[config.mk]
export PLATFORM = sky130hd
export DESIGN_NAME = mem_bist_ctrl
export DESIGN_NICKNAME = d
export VERILOG_FILES = /design/src/rtl/mem_bist_ctrl.sv
export SDC_FILE = /design/constraint.sdc
export NUM_CORES = 1
export LEC_CHECK = 0
export BUFFER_PORTS_ARGS = -buffer_cell sky130_fd_sc_hd__clkbuf_2
export CAP_MARGIN = 20
export CORE_UTILIZATION = 55
export DETAILED_ROUTE_END_ITERATION = 7
export GPL_TIMING_DRIVEN = 0
export PLACE_DENSITY = 0.85
export SETUP_SLACK_MARGIN = 0.2
export SYNTH_ARGS = -nofsm -noshare
export SYNTH_HDL_FRONTEND = slang
export SYNTH_SLANG_ARGS = --single-unit
export TNS_END_PERCENT = 100
[constraint.sdc]
create_clock -name clock -period 9.8 [get_ports clock]
set_input_delay 2.94 -clock clock [delete_from_list [all_inputs] [get_ports clock]]
set_output_delay 2.94 -clock clock [all_outputs]
set_load 0.1 [all_outputs]
[src/rtl/mem_bist_ctrl.sv]
// rtl/mem_bist_ctrl.sv - three-pass march BIST controller for a single-port RAM
//
// Sequence: ascending write P, ascending read-check P then write ~P,
// descending read-check ~P. Aborts on the first mismatch.
//
// Ports:
//   clock, reset        single clock, synchronous active-high reset
//   start, pattern      test request (sampled in idle) and background pattern P
//   mem_data_out        write data to the memory
//   mem_address         memory address
//   mem_read_en         memory read enable (read data returns next cycle)
//   mem_write_en        memory write enable
//   mem_data_in         memory read data
//   busy, done, pass    status; done is a one-cycle pulse, pass is held
//   fail_addr/exp/act   first-mismatch capture
module mem_bist_ctrl #(
   parameter int ADDR_W = 5,
   parameter int DATA_W = 32
) (
   input  logic              clock,
   input  logic              reset,
   input  logic              start,
   input  logic [DATA_W-1:0] pattern,
   output logic [DATA_W-1:0] mem_data_out,
   output logic [ADDR_W-1:0] mem_address,
   output logic              mem_read_en,
   output logic              mem_write_en,
   input  logic [DATA_W-1:0] mem_data_in,
   output logic              busy,
   output logic              done,
   output logic              pass,
   output logic [ADDR_W-1:0] fail_addr,
   output logic [DATA_W-1:0] fail_exp,
   output logic [DATA_W-1:0] fail_act
);

   localparam logic [ADDR_W-1:0] LAST_ADDR = '1;
   localparam logic [ADDR_W-1:0] ZERO_ADDR = '0;
   localparam logic [ADDR_W-1:0] ONE_ADDR  = ADDR_W'(1);

   typedef enum logic [2:0] {
      s_idle,
      s_w0,
      s_r0_rd,
      s_r0_chk,
      s_r1_rd,
      s_r1_chk,
      s_done
   } state_t;

   state_t            state;
   state_t            state_next;
   logic [ADDR_W-1:0] cnt;
   logic [DATA_W-1:0] pat;
   logic [DATA_W-1:0] exp_word;
   logic              mismatch;

   always_ff @(posedge clock) begin
      if (reset) begin
         state <= s_idle;
      end else begin
         state <= state_next;
      end
   end

   // The check phase of the descending pass expects the inverted background
   // written during the ascending read pass.
   assign exp_word = (state == s_r1_chk) ? ~pat : pat;

   always_comb begin
      state_next   = state;
      mem_data_out = '0;
      mem_address  = '0;
      mem_read_en  = 1'b0;
      mem_write_en = 1'b0;
      busy         = 1'b0;
      done         = 1'b0;
      mismatch     = 1'b0;
      case (state)
         s_idle: begin
            if (start) begin
               state_next = s_w0;
            end
         end
         s_w0: begin
            busy         = 1'b1;
            mem_write_en = 1'b1;
            mem_address  = cnt;
            mem_data_out = pat;
            if (cnt == LAST_ADDR) begin
               state_next = s_r0_rd;
            end
         end
         s_r0_rd: begin
            busy        = 1'b1;
            mem_read_en = 1'b1;
            mem_address = cnt;
            state_next  = s_r0_chk;
         end
         s_r0_chk: begin
            busy = 1'b1;
            if (mem_data_in != exp_word) begin
               // No write-back on a mismatch, so the faulty cell is left as read.
               mismatch   = 1'b1;
               state_next = s_done;
            end else begin
               mem_write_en = 1'b1;
               mem_address  = cnt;
               mem_data_out = ~pat;
               state_next   = (cnt == LAST_ADDR) ? s_r1_rd : s_r0_rd;
            end
         end
         s_r1_rd: begin
            busy        = 1'b1;
            mem_read_en = 1'b1;
            mem_address = cnt;
            state_next  = s_r1_chk;
         end
         s_r1_chk: begin
            busy = 1'b1;
            if (mem_data_in != exp_word) begin
               mismatch   = 1'b1;
               state_next = s_done;
            end else begin
               state_next = (cnt == ZERO_ADDR) ? s_done : s_r1_rd;
            end
         end
         s_done: begin
            done       = 1'b1;
            state_next = s_idle;
         end
         default: begin
            state_next = s_idle;
         end
      endcase
   end

   // Address counter, pattern capture and result registers.
   always_ff @(posedge clock) begin
      if (reset) begin
         cnt       <= '0;
         pat       <= '0;
         pass      <= 1'b0;
         fail_addr <= '0;
         fail_exp  <= '0;
         fail_act  <= '0;
      end else begin
         case (state)
            s_idle: begin
               if (start) begin
                  cnt       <= '0;
                  pat       <= pattern;
                  pass      <= 1'b0;
                  fail_addr <= '0;
                  fail_exp  <= '0;
                  fail_act  <= '0;
               end
            end
            s_w0: begin
               // Restart at 0 for the read pass rather than relying on wrap.
               cnt <= (cnt == LAST_ADDR) ? ZERO_ADDR : cnt + ONE_ADDR;
            end
            s_r0_chk: begin
               // At the top address the counter stays put: the descending
               // pass begins at the same address.
               if (!mismatch && cnt != LAST_ADDR) begin
                  cnt <= cnt + ONE_ADDR;
               end
            end
            s_r1_chk: begin
               if (!mismatch) begin
                  if (cnt == ZERO_ADDR) begin
                     pass <= 1'b1;
                  end else begin
                     cnt <= cnt - ONE_ADDR;
                  end
               end
            end
            default: begin
            end
         endcase
         if (mismatch) begin
            fail_addr <= cnt;
            fail_exp  <= exp_word;
            fail_act  <= mem_data_in;
         end
      end
   end

endmodule
**After elaboration in Yosys (flattened, before gate mapping)**

Cells that the tools add are included.

- Latch bits: 0
- Memories kept: 0
- Bits of input ports: 67
- Memory bits (writable): 0
- Register bits: 110
- Word-level logic and storage cells: 77
- Memory bits (read-only): 0
- Output and inout bits: 111

- Divide/modulo/power cells: 0
- Shift-type cells: 0
- Reduce and logical (&&, ||, !) cells: 17
- $add $sub $neg: 2
- Multiply operators: 0
- Eq/ne operators: 15
- Bitwise gates (word level): 1
- Order comparisons: 0
- Muxes and demuxes: 35

Operators with widths:

| kind | count |
|---|---|
| two-way mux 32 bit | 6 |
| case mux 32 bit (2 select lines) | 1 |
| two-way mux 5 bit | 8 |
| inequality test 32 bit | 1 |
| NOT 32 bit | 1 |
| case mux 5 bit (4 select lines) | 1 |
| case mux 3 bit (6 select lines) | 1 |
| two-way mux 3 bit | 4 |
| inequality test 2 bit, second input constant | 5 |
| case mux 5 bit (2 select lines) | 1 |
| equality test 3 bit, second input constant | 3 |
| two-way mux 1 bit | 9 |
| equality test 3 x 2 -> 1 bit, second input constant | 2 |
| AND reduction 2 bit | 3 |
| nonzero test 2 bit | 3 |
| adder 5 x 1 -> 5 bit, second input constant | 1 |
| equality test 5 bit, second input constant | 1 |
| logical NOT 5 bit | 1 |
| inequality test 5 bit, second input constant | 1 |
| AND reduction 5 bit | 1 |
| OR reduction 5 bit | 1 |
| subtractor 5 x 1 -> 5 bit, second input constant | 1 |
| two-way mux 2 bit | 2 |
| case mux 1 bit (2 select lines) | 2 |
| 9 further kinds | 10 |

**Longest topological paths before layout**

- Depth after elaboration: 9
- Mapped depth: 15
- Depth with buffers taken out: 10

**Worst setup path after synthesis**

No wires, ideal clock.

- Kind: input to output
- Start point: in mem_data_in[28]
- End point: out mem_data_out[12]
- Data arrival time: 6,653 ps
- Cell stages on the path: 8
- Path buffers: 1
- Data required time: 6,860 ps
- Slack: 207 ps
- Cells stage by stage: xor2_1 > or4_1 > nor3_1 > o221ai_1 > nor3_1 > nand3_1 > clkbuf_1 > o21ai_0

- Cells in the longest elaborated chain, start to end: 3

Ends and longest elaborated chain:

| element | line | RTL |
|---|---|---|
| start: declaration | 28 | `input logic [DATA_W-1:0] mem_data_in,` |
| inequality test 32 bit | 102 | `if (mem_data_in != exp_word) begin` |
| two-way mux 32 bit | 102 |  |
| case mux 32 bit (2 select lines) | 79 | `case (state)` |
| end: declaration | 24 | `output logic [DATA_W-1:0] mem_data_out,` |

Every way passes these cells.

**Worst setup path in the final report**

- Start point: in mem_data_in[28]
- End point: out mem_data_out[0]

The elaborated chain is that of the path after synthesis.

==> results.toml <==
[status]
status = "finished clean"

[critical_path]
cp_max_fo = 10
crit_arrival_ns = 5.96
cp-start-kind = "input port"
cp-end-kind = "output port"
critPathKind = "in -> out"
critPathRequiredTime_ns = 6.86

[global_routing]
grt_max_degree = 19
global_route.overflow_total = 0
antenna_found_initial = 0
grt_first_pass_wirelength_um = 28000
track_usage = 0.346
grt_pass1_vias = 5456

[floorplan]
io_pins = 178
core_um2 = 9860
core.rowCount = 36
die-area_um2 = 10700
die_w_um = 103
start_util = 0.572
die_h_um = 103

[detailed_routing]
vias = 6177
antenna_left = 0
first_pass_iters = 8
drc = 0
totalWireLength_um = 18200
wl_per_cell_um = 16.7
viasPerCell = 5.65
drtIter0Drc = 568

[clocking]
clk_latency_ns = 0.37
hold_buffers = 0
htree_num_levels = 3
clockBufferDepth = 2
clock-sinks = 110
postCtsSetupRepairBufs = 0
cts_tree = "yes"
cts_resized = 0
cts.clk_slew.worst_paths_ns = 0.10
clockRootBuffer = "clkbuf_8"
cts_made_buffers = 9

[sta]
max_freq_mhz = 112
tightest_slew_ns = 0.674
maxSlewViolCount = 0
rsz0062_at_grt = "no"
finalCritPeriodShare = 0.908
maxSlewHeadroom = 0.551
setup_tns_ns = 0
finalWorstSetupSlack_ns = 0.903
finClkSkew_ns = 0.0185
final_hold_viol_count = 0
setup_violations = 0
fin_crit_ns = 8.90

[power]
ir_drop_uv = 110
power_w = 0.00109
cellPowerDensity_nw_per_um2 = 158
leakage_nw = 2.77

[worst_hold_path]
hold_path_class = "reg -> reg"

[cells_and_area]
fin_area_um2 = 6860
area_growth_pct = 21.6
fin_util = 0.696
final_net_count = 1026
final_layout_size_suffix_gt1_frac = 0.225
insertedDiodeCount = 0
fill_cells = 890

[logic_synthesis]
syn-num-nets = 839
synth-edff-count = 0
syn_area_per_cell_um2 = 7.35
syn-instance-count = 768
synth_async_sr_flop_share = 0
synth_warnings = 0
ys_seq_area_frac = 0.390
yosys.area.top_type = "dfxtp_1"
ys_types = 51
ys_ff_latch = 110
synth.top_cell.area_share = 0.390
syn-cell-area_um2 = 5640
synth.top_cells.by_count = "nand2_1 (177), a21oi_1 (116), dfxtp_1 (110)"
synthTopCellsByArea = "dfxtp_1 (39%), nand2_1 (12%), a21oi_1 (10%)"
yosysMostFrequentCell = "nand2_1"
synth_flop_cell = "dfxtp_1"

[placement]
hpwlAfterDp_um = 14400
place_ws_ns = 0.991
portBuffers = 176
postPlaceCellArea_um2 = 6690
place.gp.congestion = 0.994

[job]
drv_cap = 0
placed cells by master, fill, tap and decap left out, drive strengths merged, types with 3 or more instances in the layout:
master     n
dfxtp    110
nor3       9
ha         4
clkbuf   226
nand4      3
and3       3
xnor2     46
o2111ai    6
xor2      16
o21ai     43
inv       19
nand3     78
a22oi      4
buf       26
nor2b      6
nor2      27
o22ai      4
nand2    177
a21oi    116
where the power goes:
| group | total [W] | switching [W] | leakage [nW] | internal [W] |
|---|---|---|---|---|
| clock | 0.000253 | 0.000158 | 0.0805 | 0.0000953 |
| combinational | 0.000337 | 0.000253 | 1.80 | 0.0000839 |
| sequential | 0.000497 | 0.0000301 | 0.892 | 0.000467 |
routing by layer:
metal,track usage,routed length [µm]
met1,0.491,7940
met5,0,0
met3,0.0524,1880
met4,0.109,321
met2,0.541,8090
critical path: stages:
cell,delay (ns)
clkbuf_2,0.12
xor2_1,0.17
or4_1,0.52
nor3_1,0.20
o221ai_1,0.17
nor3_1,0.43
nand3_1,0.27
clkbuf_1,0.28
o21ai_0,0.33
clkbuf_2,0.52
flip-flops by register name, indices dropped and copies added (netlist names):
| register | flops |
|---|---|
| pass | 1 |
| cnt | 5 |
| fail_exp | 32 |
| pat | 32 |
| state | 3 |
| fail_addr | 5 |
| fail_act | 32 |
metrics by stage:
step | instances | hold slack (ns)
6_report | 1093 | 0.472
5_1_grt | 1093 | 0.489
4_1_cts | 1093 | 0.473
3_5_place_dp | 1077 | 0.459
3_3_place_gp | 1077 | 0.455
2_1_floorplan | 768 | 0.462
layout make-up:
cell class | count | area (µm²) | area share
Clock inverter | 5 | 41.3 | 0.00602
Tap cell | 133 | 166 | 0.0242
Timing Repair Buffer | 176 | 881 | 0.128
Inverter | 18 | 67.6 | 0.00985
Buffer | 65 | 299 | 0.0436
Clock buffer | 11 | 131 | 0.0191
Sequential cell | 110 | 2200 | 0.321
Multi-Input combinational cell | 575 | 3070 | 0.448
worst paths after layout:
kind / startpoint / cells past startpoint / endpoint / slack (ns)
worst max-delay path: mem_data_in[28] / 10 / mem_data_out[0] / 0.90
worst min-delay path: fail_act[23]$_SDFFE_PP0P_ / 2 / fail_act[23]$_SDFFE_PP0P_ / 0.47
worst max register to register: state[1]$_SDFFE_PP0P_ / 10 / cnt[3]$_SDFFE_PP0P_ / 6.67
worst min register to register: fail_act[23]$_SDFFE_PP0P_ / 2 / fail_act[23]$_SDFFE_PP0P_ / 0.47
logic make-up after synthesis:
logic type | count (synthesis) | share of synthesized area
simple gates | 316 | 0.245
compound gates | 189 | 0.185
flops | 110 | 0.390
xor+xnor | 62 | 0.0962
fa+ha+maj | 4 | 0.00887
mux | 4 | 0.00953
buf+inv | 83 | 0.0650
Power figures use the tool's default switching activity.
